**src/rtl/vc_test_delay_sink.sv**
```systemverilog
// vc_test_delay_sink: test-harness sink that applies pseudo-random
// back-pressure to a val/rdy stream and checks every accepted message, in
// order, against an expected-message table loaded before the run.
module vc_test_delay_sink #(
  parameter int          p_msg_nbits = 32,
  parameter int          p_num_msgs  = 64,
  parameter int          p_max_delay = 7,
  parameter logic [15:0] p_lfsr_seed = 16'hACE1
) (
  input  logic                            clk,
  input  logic                            reset,
  input  logic                            cfg_wen,
  input  logic [$clog2(p_num_msgs)-1:0]   cfg_waddr,
  input  logic [p_msg_nbits-1:0]          cfg_wdata,
  input  logic [$clog2(p_num_msgs):0]     cfg_num_msgs,
  input  logic                            start,
  input  logic                            in_val,
  output logic                            in_rdy,
  input  logic [p_msg_nbits-1:0]          in_msg,
  output logic                            done,
  output logic [15:0]                     num_errors,
  output logic                            err_pulse,
  output logic [$clog2(p_num_msgs)-1:0]   err_index
);

  localparam int AW = $clog2(p_num_msgs);
  localparam int NW = AW + 1;
  localparam int DW = (p_max_delay > 0) ? $clog2(p_max_delay + 1) : 1;

  localparam logic [1:0] S_IDLE   = 2'd0;
  localparam logic [1:0] S_DELAY  = 2'd1;
  localparam logic [1:0] S_ACCEPT = 2'd2;
  localparam logic [1:0] S_DONE   = 2'd3;

  logic [1:0]             state_q, state_d;
  logic [AW-1:0]          idx_q, idx_d;
  logic [NW-1:0]          n_latched_q, n_latched_d;
  logic [DW-1:0]          dly_cnt_q, dly_cnt_d;
  logic [15:0]            lfsr_q, lfsr_d;
  logic [15:0]            num_errors_q, num_errors_d;
  logic                   err_pulse_q, err_pulse_d;
  logic [AW-1:0]          err_index_q, err_index_d;
  logic                   done_q, done_d;

  // Expected-message table; deliberately not reset.
  logic [p_msg_nbits-1:0] tbl_q [p_num_msgs];

  logic [DW-1:0]          d_now;
  logic [NW-1:0]          n_start;
  logic                   mismatch;
  logic                   last_idx;
  logic                   tbl_wen;

  // Galois LFSR x^16+x^14+x^13+x^11, right-shifting form.
  function automatic logic [15:0] lfsr_next(input logic [15:0] v);
    return {1'b0, v[15:1]} ^ ({16{v[0]}} & 16'hB400);
  endfunction

  // Back-pressure length drawn from the current LFSR value.
  function automatic logic [DW-1:0] sample_delay(input logic [15:0] v);
    return DW'(32'(v) % 32'(p_max_delay + 1));
  endfunction

  // Error counter sticks at all-ones instead of wrapping.
  function automatic logic [15:0] sat_inc(input logic [15:0] v);
    return (v == 16'hFFFF) ? v : v + 16'd1;
  endfunction

  // Requests larger than the table are limited to the table depth.
  function automatic logic [NW-1:0] clamp_n(input logic [NW-1:0] v);
    return (v > NW'(p_num_msgs)) ? NW'(p_num_msgs) : v;
  endfunction

  assign d_now    = sample_delay(lfsr_q);
  assign n_start  = clamp_n(cfg_num_msgs);
  // 4-state compare so an X/Z bit from the upstream device counts as an error.
  assign mismatch = (in_msg !== tbl_q[idx_q]);
  assign last_idx = ({1'b0, idx_q} == (n_latched_q - NW'(1)));
  assign tbl_wen  = cfg_wen && ((state_q == S_IDLE) || (state_q == S_DONE));

  // Next-state and datapath decisions for the checking sequencer.
  always_comb begin
    state_d      = state_q;
    idx_d        = idx_q;
    n_latched_d  = n_latched_q;
    dly_cnt_d    = dly_cnt_q;
    num_errors_d = num_errors_q;
    err_index_d  = err_index_q;
    err_pulse_d  = 1'b0;
    lfsr_d       = lfsr_next(lfsr_q);
    unique case (state_q)
      S_IDLE, S_DONE: begin
        if (start) begin
          n_latched_d  = n_start;
          idx_d        = '0;
          num_errors_d = '0;
          if (n_start == '0) begin
            state_d = S_DONE;
          end else if (d_now == '0) begin
            state_d = S_ACCEPT;
          end else begin
            dly_cnt_d = d_now;
            state_d   = S_DELAY;
          end
        end
      end
      S_DELAY: begin
        dly_cnt_d = dly_cnt_q - DW'(1);
        if (dly_cnt_q == DW'(1)) state_d = S_ACCEPT;
      end
      S_ACCEPT: begin
        if (in_val) begin
          if (mismatch) begin
            err_pulse_d  = 1'b1;
            err_index_d  = idx_q;
            num_errors_d = sat_inc(num_errors_q);
          end
          if (last_idx) begin
            state_d = S_DONE;
          end else begin
            idx_d = idx_q + AW'(1);
            if (d_now == '0) begin
              state_d = S_ACCEPT;
            end else begin
              dly_cnt_d = d_now;
              state_d   = S_DELAY;
            end
          end
        end
      end
      default: state_d = S_IDLE;
    endcase
    done_d = (state_d == S_DONE);
  end

  // Control and status registers; everything returns to idle on reset.
  always_ff @(posedge clk or posedge reset) begin
    if (reset) begin
      state_q      <= S_IDLE;
      idx_q        <= '0;
      n_latched_q  <= '0;
      dly_cnt_q    <= '0;
      lfsr_q       <= p_lfsr_seed;
      num_errors_q <= '0;
      err_pulse_q  <= 1'b0;
      err_index_q  <= '0;
      done_q       <= 1'b0;
    end else begin
      state_q      <= state_d;
      idx_q        <= idx_d;
      n_latched_q  <= n_latched_d;
      dly_cnt_q    <= dly_cnt_d;
      lfsr_q       <= lfsr_d;
      num_errors_q <= num_errors_d;
      err_pulse_q  <= err_pulse_d;
      err_index_q  <= err_index_d;
      done_q       <= done_d;
    end
  end

  // Table writes are only accepted while no run is in progress.
  always_ff @(posedge clk) begin
    if (tbl_wen) tbl_q[cfg_waddr] <= cfg_wdata;
  end

  assign in_rdy     = (state_q == S_ACCEPT);
  assign done       = done_q;
  assign num_errors = num_errors_q;
  assign err_pulse  = err_pulse_q;
  assign err_index  = err_index_q;

endmodule

```
**config.mk**
```make
export PLATFORM = sky130hd
export DESIGN_NAME = vc_test_delay_sink
export DESIGN_NICKNAME = d
export VERILOG_FILES = /design/src/rtl/vc_test_delay_sink.sv
export SDC_FILE = /design/constraint.sdc
export NUM_CORES = 2
export LEC_CHECK = 0
export ABC_AREA = 1
export ABC_CLOCK_PERIOD_IN_PS = 5000
export CAP_MARGIN = 20
export CORE_MARGIN = 1
export CORE_UTILIZATION = 53
export CTS_CLUSTER_DIAMETER = 40
export DETAILED_ROUTE_END_ITERATION = 10
export PLACE_DENSITY = 0.67
export SYNTH_ARGS = -nofsm -noshare
export SYNTH_HDL_FRONTEND = slang
export SYNTH_SLANG_ARGS = --single-unit
```
**constraint.sdc**
```tcl
create_clock -name clk -period 5 [get_ports clk]
set_input_delay 0.5 -clock clk [delete_from_list [all_inputs] [get_ports clk]]
set_output_delay 0.5 -clock clk [all_outputs]
set_load 0.02 [all_outputs]
```
==> flow_summary.json <==
{
  "ir_drop_mv": 0.491,
  "report.final.slew_viol_count": 0,
  "crit_top_cell": "sky130_fd_sc_hd__nand2_1",
  "layout_commonest_cell": "sky130_fd_sc_hd__edfxtp_1",
  "core_region_area_um2": 163000,
  "synth-seq-cells": 2106,
  "crit_slowest_cell": "sky130_fd_sc_hd__dfrtp_4",
  "synth.cell_area_um2": 87000,
  "cts.reportedPaths.clkPinSlew_ns": 0.06,
  "wire_per_inst_um": 24.2,
  "min_path_type": "input pin to flip-flop",
  "first_global_vias": 56600,
  "detail_route.wirelength_um": 247000,
  "cts_inserted_buffers": 277,
  "synth-compound-area-share_pct": 5.06,
  "cellPowerDensity_nw_per_um2": 493,
  "tritoncts_sinks": 2106,
  "die-height_um": 407,
  "rows": 148,
  "ys.flop_type": "sky130_fd_sc_hd__edfxtp_1",
  "largest_net_degree_at_the_start_of_global_routing": 169,
  "max-slew-margin-rel_pct": 23.9,
  "grt_pass1_wl_um": 363000,
  "synthDominantCellAreaShare_pct": 70.7,
  "drt_pre_antenna_iters": 6,
  "netlist_top_cells_area": "sky130_fd_sc_hd__edfxtp_1 71%, sky130_fd_sc_hd__nand2_1 7.6%, sky130_fd_sc_hd__nor2_1 6.0%",
  "sequential_share_of_the_synthesized_area_pct": 72.4,
  "max_freq_mhz": 233,
  "final.setup.tns_ns": 0,
  "hold_depth": 1,
  "layout-drive-gt1-share_pct": 9.72,
  "timing.critical_path.cells": "inv_16, buf_12, buf_4, nand2_1, nand2_1, nand2_1, a21oi_1, nor2_1, nand2_1, nand3_1, nand3_1, nand2_1, inv_1, nand2_1, nor2_1, nand2_1, nor2_2, nand2_2, nand2_4, nand2_4, nand2_1, nand2_1",
  "vias_per_instance": 5.84,
  "design.die.area_um2": 166000,
  "synth_xor_area_share_pct": 0.171,
  "area_growth_pct": 15.4,
  "timing.critical_path.slowest_cell_delay_ns": 0.67,
  "synth_warnings": 0,
  "dp.final_hpwl_um": 128000,
  "reg2reg_slack_ns": 0.70,
  "route.vias.total": 59600,
  "die_width_um": 407,
  "netlist-cell-type-count": 37,
  "cp-end-kind": "flip-flop",
  "finalPower_mw": 49.4,
  "root_buffer": "sky130_fd_sc_hd__clkbuf_16",
  "synth-adder-area-share_pct": 0.101,
  "most-common-layout-cells": "2,048 x sky130_fd_sc_hd__edfxtp_1, 1,761 x sky130_fd_sc_hd__nand2_1, 1,317 x sky130_fd_sc_hd__nor2_1",
  "worst-r2r-cell-count": 22,
  "cts_repair_resize_count": 0,
  "synth_mux_area_share_pct": 0,
  "report.final.hold_viol_count": 0,
  "global_route.overflow_total": 0,
  "netlist.top_cell.by_area": "sky130_fd_sc_hd__edfxtp_1",
  "initial_core_util_pct": 53.4,
  "synth_top_family_by_area": "simple AND/OR/NAND/NOR gates",
  "cp.required_ns": 5.73,
  "critical_path.startpoint_type": "flip-flop",
  "hold_path_startpoint": "cfg_wdata[17]",
  "worstHoldEndpoint": "tbl_q[51][17]",
  "synth_enable_flop_cells": 2048,
  "count_of_boundary_i_o_pins": 107,
  "r2r_end": "num_errors[10]",
  "timing.setup.critical_path_class": "flip-flop to flip-flop",
  "postCtsHoldBufs": 1,
  "finalWeightedCongestion": 0.857,
  "worstPathMaxFanout": 91,
  "drv_cap": 0,
  "finish.net_count": 7926,
  "yosys.area_share.simple_pct": 18.4,
  "finalCritPeriodShare_pct": 86.0,
  "ant_nets": 0,
  "worstMarginPinSlew_ns": 1.14,
  "unrepaired_setup_endpoints_after_global_routing": "no",
  "syn_nets": 7767,
  "r2r_start": "idx_q[0]",
  "timing.final.crit_period_ns": 4.30,
  "cp.arrival_ns": 5.03,
  "setup_viol_count_final": 0,
  "insertion_delay_ns": 0.89,
  "run_status": "completed",
  "power_leakage_nw": 36.7,
  "async_flop_share_pct": 2.75,
  "syn_inst": 7678,
  "layout.filler_cells": 12400,
  "syn-mean-instance-area_um2": 11.3,
  "cts_setup_buffers": 0,
  "io_buffers": 106,
  "clock_tree.htree_level_count": 5,
  "remaining_drc_errors": 0,
  "grt_util_all_layers_pct": 29.3,
  "tritoncts": "yes",
  "clockBufferDepth": 4,
  "antenna_found_initial": 8,
  "drtIter0Drc": 8448,
  "finClkSkew_ns": 0.0477
}
how the worst max path moves through the flow:
stage                      to  slack (ns)       start
2_1_floorplan     tbl_q[0][0]        2.00  state_q[0]
3_3_place_gp    num_errors[6]        0.82    idx_q[0]
3_5_place_dp   num_errors[10]        0.79    idx_q[0]
4_1_cts        num_errors[10]        0.73    idx_q[0]
5_1_grt        num_errors[13]        0.35    idx_q[0]
6_report       num_errors[10]        0.70    idx_q[0]
routing by layer:
layer | vias to the layer above | GRT usage, % | part of all wire [%]
met2 | 3396 | 45.6 | 46
li1 | 26700 | - | -
met3 | 561 | 4.82 | 11
met5 | - | 0 | 0.015
met4 | 6 | 11.5 | 3.8
met1 | 28900 | 41.5 | 40
sequential cells by signal (all words and copies together) (netlist names):
| name | flops |
|---|---|
| err_index | 6 |
| state_q | 2 |
| dly_cnt_q | 3 |
| lfsr_q | 16 |
| done | 1 |
| num_errors | 16 |
| idx_q | 6 |
| tbl_q | 2048 |
| n_latched_q | 7 |
| err_pulse | 1 |
metrics by stage:
stage,instance area [µm²],instances,utilization [%],hold slack (ns),setup slack [ns]
finish,100000,10200,61.7,0.0594,0.699
global route,100000,10200,61.6,0.0480,0.353
CTS,100000,10200,61.6,0.188,0.727
detailed placement,91100,9724,56.0,0.337,0.788
global placement,91100,9724,56.0,0.338,0.819
floorplan,87000,7678,-,0.331,2.00
cells in the mapped netlist (2+ instances only):
library cell / count
sky130_fd_sc_hd__xnor2_1: 5
sky130_fd_sc_hd__ha_1: 7
sky130_fd_sc_hd__edfxtp_1: 2048
sky130_fd_sc_hd__buf_1: 58
sky130_fd_sc_hd__nor3_1: 10
sky130_fd_sc_hd__nand2_4: 2
sky130_fd_sc_hd__nor2_1: 1381
sky130_fd_sc_hd__inv_1: 297
sky130_fd_sc_hd__nand3_1: 737
sky130_fd_sc_hd__xor2_1: 12
sky130_fd_sc_hd__o211ai_1: 63
sky130_fd_sc_hd__nand4_1: 17
sky130_fd_sc_hd__o22ai_1: 3
sky130_fd_sc_hd__buf_4: 73
sky130_fd_sc_hd__o21ai_1: 54
sky130_fd_sc_hd__buf_2: 182
sky130_fd_sc_hd__dfrtp_1: 50
sky130_fd_sc_hd__a21oi_1: 138
sky130_fd_sc_hd__o21ai_0: 584
sky130_fd_sc_hd__nor2_2: 2
sky130_fd_sc_hd__buf_6: 13
sky130_fd_sc_hd__clkbuf_1: 115
sky130_fd_sc_hd__or2_2: 32
sky130_fd_sc_hd__dfstp_2: 8
sky130_fd_sc_hd__nand3b_1: 7
sky130_fd_sc_hd__nand2_1: 1762
sky130_fd_sc_hd__nor3b_1: 4
sky130_fd_sc_hd__clkinv_1: 5
power breakdown:
part / internal [mW] / switching [mW]
clock: 12.2 / 7.42
sequential: 19.6 / 0.127
combinational: 2.86 / 7.23
total: 34.7 / 14.8
cells by family (layout without fill, tap and decap cells):
group,Yosys count,after routing
flops,2106,2106
fa+ha+maj,7,7
xor+xnor,17,17
buf+inv,746,1103
simple gates,3956,3956
other cells,0,6
compound gates,846,846
critical path: cells and delay by family, from the launching register on:
family,cells,cell delay [ns]
AND/OR/NAND/NOR,17,2.03
AO/OA/AOI/OAI,1,0.15
buffers and inverters,4,1.19
flip-flops,1,0.67
layout make-up:
class	count	area (µm²)	share of cell area, %
diodes	6	15.0	0.0150
clock buffers	326	7370	7.34
clock inverters	151	1750	1.75
inverters	304	1180	1.18
multi-input cells	4826	21100	21.0
flip-flops and latches	2106	63000	62.8
well taps	2175	2720	2.71
repair buffers	322	3230	3.22
(Power assumes the default switching activity.)
